### config.mk
export PLATFORM = sky130hd
export DESIGN_NAME = pipelined_adder
export DESIGN_NICKNAME = d
export VERILOG_FILES = /design/src/rtl/pipelined_adder_pkg.sv /design/src/rtl/rca_chunk.sv /design/src/rtl/pipelined_adder.sv
export SDC_FILE = /design/constraint.sdc
export NUM_CORES = 1
export LEC_CHECK = 0
export ABC_AREA = 1
export CORE_ASPECT_RATIO = 1.25
export CORE_MARGIN = 5
export CORE_UTILIZATION = 56
export DETAILED_ROUTE_END_ITERATION = 8
export GPL_TIMING_DRIVEN = 0
export PLACE_DENSITY = 0.85
export SYNTH_ARGS = -nofsm -noshare
export SYNTH_HDL_FRONTEND = slang
export SYNTH_HIERARCHICAL = 1
export SYNTH_SLANG_ARGS = --single-unit
### constraint.sdc
create_clock -name clk -period 7.6 [get_ports clk]
set_clock_uncertainty 0.1 [all_clocks]
set_input_delay 1.52 -clock clk [delete_from_list [all_inputs] [get_ports clk]]
set_output_delay 1.52 -clock clk [all_outputs]
set_load 0.02 [all_outputs]
### src/rtl/pipelined_adder_pkg.sv
// pipelined_adder_pkg
// Shared definitions for the pipelined adder/subtractor slice.
//   DEF_WIDTH / DEF_STAGES : default operand width and pipeline depth
//   op_e                   : operation select (add / subtract)
//   calcChunk()            : bits resolved per pipeline stage
//   isValidSplit()         : legality of a WIDTH/STAGES split
//   fullAdd()              : one-bit full adder, returns {carry, sum}
package pipelined_adder_pkg;

  localparam int DEF_WIDTH  = 32;
  localparam int DEF_STAGES = 4;

  typedef enum logic {
    OP_ADD = 1'b0,
    OP_SUB = 1'b1
  } op_e;

  function automatic int calcChunk(input int width, input int stages);
    return width / stages;
  endfunction

  // The carry chain is cut into equal slices, so the width must divide evenly
  function automatic bit isValidSplit(input int width, input int stages);
    return (stages >= 1) && (stages <= width) && ((width % stages) == 0);
  endfunction

  function automatic logic [1:0] fullAdd(input logic x, input logic y, input logic c);
    return {(x & y) | (x & c) | (y & c), x ^ y ^ c};
  endfunction

endpackage

### src/rtl/rca_chunk.sv
// rca_chunk
// Purely combinational N-bit ripple-carry adder built from full adders.
// One instance resolves one slice of the wide add inside pipelined_adder.
//   a, b : N-bit slice operands
//   ci   : carry into the least significant bit of the slice
//   s    : N-bit slice sum
//   co   : carry out of the most significant bit of the slice
module rca_chunk
  import pipelined_adder_pkg::*;
#(
  parameter int N = 8
) (
  input  logic [N-1:0] a,
  input  logic [N-1:0] b,
  input  logic         ci,
  output logic [N-1:0] s,
  output logic         co
);

  logic [N:0] w_c;

  // Ripple the carry bit by bit; kept in one block so the chain is a single
  // combinational path rather than a web of separate bit assignments.
  always_comb begin
    w_c    = '0;
    s      = '0;
    w_c[0] = ci;
    for (int i = 0; i < N; i++) begin
      {w_c[i+1], s[i]} = fullAdd(a[i], b[i], w_c[i]);
    end
  end

  assign co = w_c[N];

endmodule

### src/rtl/pipelined_adder.sv
// pipelined_adder
// Pipelined carry-chain adder/subtractor with valid/ready handshakes.
// A WIDTH-bit add is split into STAGES slices of CHUNK bits; stage k resolves
// slice k using the carry registered by stage k-1. Every stage owns a valid
// bit, so bubbles collapse and backpressure stalls without losing operations.
//   clk, rst            : clock, asynchronous active-high reset
//   in_valid / in_ready : input handshake (in_ready is combinational)
//   a, b, cin, sub      : operands; sub=1 computes a-b and ignores cin
//   out_valid/out_ready : output handshake
//   sum, cout, ovf      : result, carry out (no-borrow for sub), signed overflow
module pipelined_adder
  import pipelined_adder_pkg::*;
#(
  parameter int WIDTH  = DEF_WIDTH,
  parameter int STAGES = DEF_STAGES
) (
  input  logic             clk,
  input  logic             rst,
  input  logic             in_valid,
  output logic             in_ready,
  input  logic [WIDTH-1:0] a,
  input  logic [WIDTH-1:0] b,
  input  logic             cin,
  input  logic             sub,
  output logic             out_valid,
  input  logic             out_ready,
  output logic [WIDTH-1:0] sum,
  output logic             cout,
  output logic             ovf
);

  localparam int CHUNK = calcChunk(WIDTH, STAGES);

  if (!isValidSplit(WIDTH, STAGES)) begin : g_badSplit
    $error("pipelined_adder: WIDTH must be a multiple of STAGES and STAGES in 1..WIDTH");
  end

  op_e              w_op;
  logic [WIDTH-1:0] w_bEff;
  logic             w_c0;

  // Per-stage pipeline state. r_a/r_b carry the raw operands forward so later
  // stages can reach their slice; r_sum accumulates the resolved slices.
  logic [WIDTH-1:0]  r_a   [STAGES];
  logic [WIDTH-1:0]  r_b   [STAGES];
  logic [WIDTH-1:0]  r_sum [STAGES];
  logic [STAGES-1:0] r_c;
  logic [STAGES-1:0] r_v;

  // What each stage would load this cycle, seen from its upstream neighbour
  logic [WIDTH-1:0]  w_upA     [STAGES];
  logic [WIDTH-1:0]  w_upB     [STAGES];
  logic [WIDTH-1:0]  w_upSum   [STAGES];
  logic [WIDTH-1:0]  w_nextSum [STAGES];
  logic [STAGES-1:0] w_upC;
  logic [STAGES-1:0] w_upV;
  logic [STAGES-1:0] w_co;
  logic [CHUNK-1:0]  w_s [STAGES];
  logic [STAGES:0]   w_rdy;

  // Subtraction is a + ~b + 1, so the +1 rides in as the initial carry
  assign w_op   = op_e'(sub);
  assign w_bEff = (w_op == OP_SUB) ? ~b : b;
  assign w_c0   = (w_op == OP_SUB) ? 1'b1 : cin;

  // Stage 0 is fed from the ports, every later stage from the register set
  // of the stage in front of it.
  always_comb begin
    for (int k = 0; k < STAGES; k++) begin
      w_upA[k]   = '0;
      w_upB[k]   = '0;
      w_upSum[k] = '0;
    end
    w_upC = '0;
    w_upV = '0;

    w_upA[0]   = a;
    w_upB[0]   = w_bEff;
    w_upSum[0] = '0;
    w_upC[0]   = w_c0;
    w_upV[0]   = in_valid;
    for (int k = 1; k < STAGES; k++) begin
      w_upA[k]   = r_a[k-1];
      w_upB[k]   = r_b[k-1];
      w_upSum[k] = r_sum[k-1];
      w_upC[k]   = r_c[k-1];
      w_upV[k]   = r_v[k-1];
    end
  end

  for (genvar k = 0; k < STAGES; k++) begin : g_chunk
    rca_chunk #(
      .N(CHUNK)
    ) u_rca (
      .a (w_upA[k][k*CHUNK +: CHUNK]),
      .b (w_upB[k][k*CHUNK +: CHUNK]),
      .ci(w_upC[k]),
      .s (w_s[k]),
      .co(w_co[k])
    );
  end

  // Lower slices pass through untouched; this stage drops its own slice in
  always_comb begin
    for (int k = 0; k < STAGES; k++) begin
      w_nextSum[k] = w_upSum[k];
      w_nextSum[k][k*CHUNK +: CHUNK] = w_s[k];
    end
  end

  // Ready ripples back from the consumer: a stage can take new data if it is
  // empty or if whatever it holds is moving on this cycle.
  always_comb begin
    w_rdy         = '0;
    w_rdy[STAGES] = out_ready;
    for (int k = STAGES - 1; k >= 0; k--) begin
      w_rdy[k] = !r_v[k] || w_rdy[k+1];
    end
  end

  assign in_ready = w_rdy[0];

  // All stage registers advance together. A ready stage copies its upstream
  // valid bit (clearing on a bubble) and only captures data for real work.
  always_ff @(posedge clk or posedge rst) begin
    if (rst) begin
      r_v <= '0;
      r_c <= '0;
      for (int k = 0; k < STAGES; k++) begin
        r_a[k]   <= '0;
        r_b[k]   <= '0;
        r_sum[k] <= '0;
      end
    end else begin
      for (int k = 0; k < STAGES; k++) begin
        if (w_rdy[k]) begin
          r_v[k] <= w_upV[k];
          if (w_upV[k]) begin
            r_a[k]   <= w_upA[k];
            r_b[k]   <= w_upB[k];
            r_c[k]   <= w_co[k];
            r_sum[k] <= w_nextSum[k];
          end
        end
      end
    end
  end

  assign out_valid = r_v[STAGES-1];
  assign sum       = r_sum[STAGES-1];
  assign cout      = r_c[STAGES-1];

  // Signed overflow: like-signed operands producing an opposite-signed result
  assign ovf = (r_a[STAGES-1][WIDTH-1] == r_b[STAGES-1][WIDTH-1]) &&
               (r_sum[STAGES-1][WIDTH-1] != r_a[STAGES-1][WIDTH-1]);

endmodule

## Yosys cells after proc, flatten, opt, wreduce, memory -nomap -nowiden

Index checks and enable logic that the tools add are counted.

- Flip-flop bits (word level): 344
- Input port bits: 70
- Output and inout bits: 36
- Word-level logic and storage cells: 262

- Equal/unequal tests: 2
- Muxes and demuxes: 2
- Bitwise logic cells: 225
- Reductions and logical operators: 13

Operators with widths:

| kind | number |
|---|---|
| 1-bit AND | 96 |
| 1-bit bitwise OR | 64 |
| 1-bit bitwise XOR | 64 |
| 32-bit 2-to-1 mux | 1 |
| 32-bit inverter | 1 |
| 2-bit AND reduction | 4 |
| 1-bit zero test | 4 |
| 1-bit logical OR | 4 |
| 1-bit == test | 1 |
| 1-bit logical AND | 1 |
| 1-bit 2-to-1 mux | 1 |
| 1-bit inequality test | 1 |

## Longest topological paths before layout

Gate-level depths: netlist of the first run.

- Depth after elaboration: 26
- Mapped depth: 17
- Gate-level depth less buffers: 15

## Cells and area by module

Netlist of the first run, hierarchy kept.

Modules (own cells, without submodules):

| module | instances | cells an instance | area each (sq um) | sequential area each (sq um) |
|---|---|---|---|---|
| pipelined_adder | 1 | 866 | 7805.0 | 4654.5 |
| rca_chunk | 4 | 18 | 197.7 | 0.0 |

## Worst setup path after synthesis of the first run

Ideal clock, no wire load.

- Kind: input to register
- Start: input sub
- End: register r_sum[103] in the netlist's numbering
- Setup time: 0.066 ns
- Arrival: 5.295 ns
- Required time: 7.434 ns
- Setup slack: 2.139 ns
- Stages on the path: 17
- Path buffers: 2
- Cell sequence: buf_2 buf_2 or2_2 inv_1 fa_1 inv_1 fa_1 fa_1 fa_1 fa_1 fa_1 fa_1 inv_1 fa_1 inv_1 nand3_1 nand2_1

RTL lines:

| element | line | RTL |
|---|---|---|
| start, declared | pipelined_adder.sv:24 | `input logic sub,` |
| end signal, assigned by index | pipelined_adder.sv:142 | `r_sum[k] <= w_nextSum[k];` |
| end, declared | pipelined_adder.sv:46 | `logic [WIDTH-1:0] r_sum [STAGES];` |

==> flow_metrics.py, run 1 <==
metrics = {
    "clock_network": {
        "clk_latency_ns": 0.43,
        "cts_hold_buffers": 0,
        "clk_path_buf_depth": 2,
        "ctsResizeCount": 0,
        "clock-sinks": 186,
        "htreeDepth": 4,
        "cts_tree": "built",
        "path_clk_slew_ns": 0.06,
        "cts_made_buffers": 17,
        "post-cts-setup-buffers": 0,
        "cts-root-buf": "clkbuf_16",
    },
    "finish": {
        "fillCellCount": 1118,
        "ff_latch_area_um2": 4654,
        "syn2layout_area_growth_pct": 22.01,
        "antennaDiodeCount": 0,
        "final_nets": 1164,
        "final_common_cell": "nand2_1",
        "drive_gt1_share_pct": 9.497,
        "postLayoutCellArea_um2": 10490,
        "multi_input_area_um2": 3219,
        "final_cell_mix": "nand2_1 (342), dfrtp_1 (186), nand3_1 (164)",
    },
    "placement": {
        "placed_area_um2": 9899,
        "port_buffers": 104,
        "gp_routability_congestion": 0.8226,
        "dpl.hpwl_um": 13500,
    },
    "grt": {
        "grt_max_degree": 103,
        "grt_usage_pct": 22.77,
        "grt-ovfl-total": 0,
        "grt_pass1_wl_um": 32960,
        "grt_pass1_vias": 6871,
        "grt_antenna_before_repair": 0,
    },
    "min_path": {
        "min_path_type": "flip-flop to flip-flop",
        "holdPathStages": 2,
        "holdPathEnd": "r_sum[97]",
        "hp-start": "r_sum[97]",
    },
    "critical_path": {
        "arrival_ns": 5.51,
        "r2r_slack_ns": 3.56,
        "critical_path_class": "primary input to flip-flop",
        "crit_required_ns": 7.86,
        "r2r-start": "r_a[104]",
        "ff2ff_path_depth": 14,
        "r2r-end": "r_sum[79]",
        "endpoint_kind": "flip-flop",
        "critPathMaxFanout": 10,
        "crit_path_start_kind": "primary input",
    },
    "synth": {
        "synthMuxAreaShare_pct": 0,
        "synth_area_leaders": "dfrtp_1 (54%), nand2_1 (15%), nand3_1 (9.5%)",
        "synth-compound-area-share_pct": 1.164,
        "yosys.area_share.simple_pct": 25.57,
        "synthDominantCellAreaShare_pct": 54.15,
        "synth_cell_types": 18,
        "synth_top_family_by_area": "simple AND/OR/NAND/NOR gates",
        "synthCells": 938,
        "syn_area_per_cell_um2": 9.164,
        "synth_nets": 1040,
        "synth_fa_ha_area_share_pct": 7.453,
        "syn_area_um2": 8596,
        "synthXorXnorAreaFrac_pct": 3.261,
        "ys_seq_elements": 186,
        "synth_warnings": 6,
        "yosysSeqAreaShare_pct": 54.15,
        "synth_top_cell_by_area": "dfrtp_1",
    },
    "routing": {
        "wl_per_cell_um": 14.98,
        "drc_errors": 0,
        "drtIter0Drc": 454,
        "via_per_inst": 5.189,
        "drtAntennaViolNets": 0,
        "routed_wl_um": 18820,
        "dr.pass1.iters": 5,
        "vias": 6517,
    },
    "sta": {
        "max_slew_margin_pct": 61.56,
        "fmax_mhz": 190.6,
        "setup-tns-final_ns": 0,
        "finalHoldViolCount": 0,
        "setup_viol": 0,
        "finalCritPeriodShare_pct": 69.03,
        "finalCriticalPeriod_ns": 5.246,
        "rsz0062_at_grt": "false",
        "tightestPinTransition_ns": 0.5766,
        "slew_violations": 0,
    },
    "die": {
        "ios": 106,
        "die_y_um": 148.5,
        "num_rows": 50,
        "die_x_um": 120.8,
        "initial_utilization_pct": 57.25,
        "core_um2": 15010,
        "dieArea_um2": 17940,
    },
    "power": {
        "netSwitchingFraction_pct": 35.69,
        "clkPwrFrac_pct": 23.0,
        "p_leak_uw": 0.005460,
        "seqPwrFrac_pct": 40.7,
        "powerDensity_nw_per_um2": 365.1,
        "power.net_switching_uw": 1367,
        "peakVddDrop_v": 0.0001733,
        "comb_power_share_pct": 36.3,
        "p_int_uw": 2462,
    },
    "run": {
        "maxCapViolations": 0,
    },
    "run_status": {
        "status": "finished clean",
    },
}
## through the flow
| step | utilization, % | power, µW | hold slack (ns) | std cells | setup slack, ns |
|---|---|---|---|---|---|
| after floorplan | - | 2466 | 0.3419 | 938 | 0.9229 |
| after global placement | 65.70 | 2874 | 0.3549 | 1224 | -1.074 |
| final | 69.85 | 3829 | 0.3690 | 1256 | 2.354 |
| after CTS | 69.85 | 3849 | 0.3746 | 1256 | 2.346 |
| after detailed placement | 65.93 | 2947 | 0.3587 | 1225 | 1.906 |
| after global routing | 69.85 | 4110 | 0.3939 | 1256 | 2.161 |
## logic make-up (layout without fill, tap and decap cells)
| logic type | Yosys count | in the layout |
|---|---|---|
| buffers and inverters | 144 | 280 |
| flip-flops | 186 | 186 |
| XOR/XNOR | 32 | 32 |
| AO/OA/AOI/OAI | 20 | 20 |
| adder cells (fa/ha/maj) | 32 | 32 |
| AND/OR/NAND/NOR | 524 | 524 |
## Yosys cell counts
library cell  instances
fa_1                 32
nor2_1               12
buf_2                22
or2_2                 1
nor2_4                1
clkbuf_1             17
a21oi_1              11
buf_1                11
inv_1                52
nand2_1             342
xor2_1               32
dfrtp_1             186
inv_2                 1
nand2_2               3
buf_4                41
nand3_1             164
nand4_2               1
o21ai_0               9
## critical path: stages
cell and delay [ns]:
buf_2 0.14, buf_2 0.23, or2_2 0.32, inv_1 0.07, fa_1 0.16, inv_1 0.05
fa_1 0.37, fa_1 0.39, fa_1 0.40, fa_1 0.41, fa_1 0.39, fa_1 0.36
inv_1 0.08, fa_1 0.40, inv_1 0.06, nand3_1 0.07, nand2_1 0.09
## final cells by class
class | count | area share (%)
tap | 182 | 2.171
timing repair buffer | 105 | 10.19
clock inverter | 10 | 1.121
inverter | 53 | 1.968
sequential | 186 | 44.38
clock buffer | 21 | 4.486
buffer | 91 | 4.987
multi-input combinational | 608 | 30.70
## layer usage
layer,up-vias,global-route usage (%),share of wire (%)
met5,-,0,0
met4,0,9.524,3.1
met3,45,3.576,4.3
met2,203,40.36,53
met1,3120,27.67,40
li1,3149,-,-
## registers in the layout, summed over array words and instances (netlist names)
register and flops:
r_c 4, r_b 49, sum 32, r_a 49
r_sum 48, r_v 4
## worst max-delay path by stage
stage,start,endpoint,slack [ns],depth (start not counted)
6_report,sub,r_sum[103],2.35,17
5_1_grt,sub,r_sum[103],2.16,17
4_1_cts,sub,r_sum[103],2.35,17
3_5_place_dp,sub,r_sum[103],1.91,17
3_3_place_gp,rst,r_a[116],-1.07,2
2_1_floorplan,rst,r_a[104],0.92,1
## power groups by stage
stage / logic (µW) / clock network, µW / registers [µW]
finish: 1390 / 879 / 1560
CTS: 1410 / 886 / 1560
floorplan: 958 / 0 / 1510
global route: 1590 / 925 / 1600
global placement: 1320 / 0 / 1550
detailed placement: 1380 / 0 / 1560
Note: power is estimated with default switching activity, not from simulation.
==> run 2: changes to the inputs <==
clock period = 5.1 ns   (was 7.6 ns; I/O delays follow)
==> flow_metrics.py, run 2 (synthesized netlist as in run 1, its figures left out) <==
metrics = {
    "run_status": {
        "status": "finished clean",
    },
    "finish": {
        "reg_top3": "r_a x49, r_b x49, r_sum x48",
        "antennaDiodeCount": 0,
        "syn2layout_area_growth_pct": 22.68,
        "final_common_cell": "nand2_1",
        "drive_gt1_share_pct": 9.749,
        "final_cell_mix": "nand2_1 (342), dfrtp_1 (186), nand3_1 (164)",
        "fin_cells": 1259,
        "final_nets": 1167,
        "fillCellCount": 1114,
    },
    "critical_path": {
        "cp_slowest_stage_delay_ns": 0.45,
        "critical_path_class": "primary input to flip-flop",
        "endpoint_kind": "flip-flop",
        "startpoint": "sub",
        "crit_path_start_kind": "primary input",
        "cpMaxStageDelayCell": "fa_1",
        "crit_family": "adder cells",
        "arrival_ns": 5.12,
        "critPathMaxFanout": 10,
        "r2r-start": "r_a[80]",
        "cp_common_cell": "fa_1",
        "r2r_slack_ns": 1.07,
        "crit_required_ns": 5.35,
        "path_cells": "buf_2, buf_2, or2_2, inv_1, fa_1, inv_1, fa_1, fa_1, fa_1, fa_1, fa_1, fa_1, inv_1, fa_1, inv_1, nand3_1, nand2_1",
        "cp_num_buf_inv": 6,
    },
    "die": {
        "core_um2": 15010,
        "dieArea_um2": 17940,
        "initial_utilization_pct": 57.25,
        "ios": 106,
        "num_rows": 50,
        "die_y_um": 148.5,
        "die_x_um": 120.8,
    },
    "placement": {
        "dpl.hpwl_um": 14080,
        "port_buffers": 104,
        "dp.cells": 1228,
        "gp_routability_congestion": 0.8235,
        "post-place-ws_ns": -0.1459,
    },
    "routing": {
        "vias": 6561,
        "via_per_inst": 5.211,
        "routed_wl_um": 18770,
        "drtAntennaViolNets": 0,
        "wl_per_cell_um": 14.91,
        "drc_errors": 0,
        "dr.pass1.iters": 4,
        "drtIter0Drc": 420,
    },
    "clock_network": {
        "post-cts-setup-buffers": 0,
        "htreeDepth": 4,
        "cts_tree": "built",
        "cts_made_buffers": 17,
        "cts-root-buf": "clkbuf_16",
        "path_clk_slew_ns": 0.06,
        "clk_path_buf_depth": 2,
        "cts_hold_buffers": 0,
        "clock-sinks": 186,
        "ctsResizeCount": 0,
        "clk_latency_ns": 0.43,
    },
    "grt": {
        "grt_usage_pct": 22.69,
        "grt_pass1_wl_um": 32660,
        "grt_max_degree": 46,
        "grt-ovfl-total": 0,
        "grt_pass1_vias": 6835,
        "grt_antenna_before_repair": 0,
    },
    "sta": {
        "finalCritPeriodShare_pct": 95.51,
        "fmax_mhz": 205.3,
        "finalCriticalPeriod_ns": 4.871,
        "rsz0062_at_grt": "false",
        "fin_ws_ns": 0.2290,
        "finalHoldViolCount": 0,
        "max_slew_margin_pct": 64.07,
        "setup_viol": 0,
        "slew_violations": 0,
        "tightestPinTransition_ns": 0.5389,
        "setup-tns-final_ns": 0,
        "holdWs_ns": 0.3713,
    },
    "power": {
        "p_leak_uw": 0.005494,
        "powerDensity_nw_per_um2": 542.2,
        "peakVddDrop_v": 0.0002472,
    },
    "min_path": {
        "min_path_type": "flip-flop to flip-flop",
        "hp-start": "sum[23]",
    },
    "run": {
        "maxCapViolations": 0,
    },
}
[run 2: changes by cell type in the layout (fill, tap and decap cells not counted), sizes merged]
cell | before | now
buf | 75 | 78
clkinv | 3 | 4
clkbuf | 38 | 39
clkinvlp | 4 | 2
[run 2: path summary, 6_finish.rpt]
| path | to | cells past startpoint |
|---|---|---|
| setup / recovery | r_sum[103] | 17 |
| hold reg to reg | sum[23] | 2 |
| min in group asynchronous | r_a[120] | 2 |
| setup reg to reg | r_sum[55] | 14 |
| hold / removal | sum[23] | 2 |
| max in group asynchronous | r_sum[46] | 6 |
[run 2: through the flow]
step | utilization [%] | power, µW | area [µm²]
2_1_floorplan | - | 3675 | 8600
3_3_place_gp | 65.73 | 4281 | 9868
3_5_place_dp | 66.26 | 4394 | 9948
4_1_cts | 70.23 | 5747 | 10550
5_1_grt | 70.23 | 6134 | 10550
6_report | 70.23 | 5718 | 10550
[run 2: worst min-delay path, delay by kind of cell, from the launching register on]
kind	cells	cell delay [ns]
flip-flops	1	0.34
AND/OR/NAND/NOR	2	0.09
[run 2: cell type report]
cell class / count / area, µm² / area share [%]
Buffer: 91 / 523.0 / 4.960
Tap cell: 182 / 227.7 / 2.159
Sequential cell: 186 / 4654 / 44.14
Clock buffer: 22 / 484.2 / 4.592
Clock inverter: 9 / 112.6 / 1.068
Timing Repair Buffer: 108 / 1121 / 10.63
Inverter: 53 / 202.7 / 1.922
Multi-Input combinational cell: 608 / 3219 / 30.53
[run 2: per-layer routing]
metal | share of wire, % | wire length, µm | GRT usage [%] | vias up
met5 | 0 | 0 | 0 | -
met3 | 4.3 | 799 | 3.918 | 49
met4 | 3.2 | 605 | 9.410 | 0
met1 | 40 | 7466 | 27.34 | 3164
li1 | - | - | - | 3155
met2 | 53 | 9895 | 40.28 | 193
[run 2: power breakdown]
| part | internal, µW | switching, µW | leakage (µW) |
|---|---|---|---|
| Sequential | 1990 | 323 | 0.00230 |
| Combinational | 924 | 1160 | 0.00290 |
| Clock | 775 | 545 | 0.000293 |
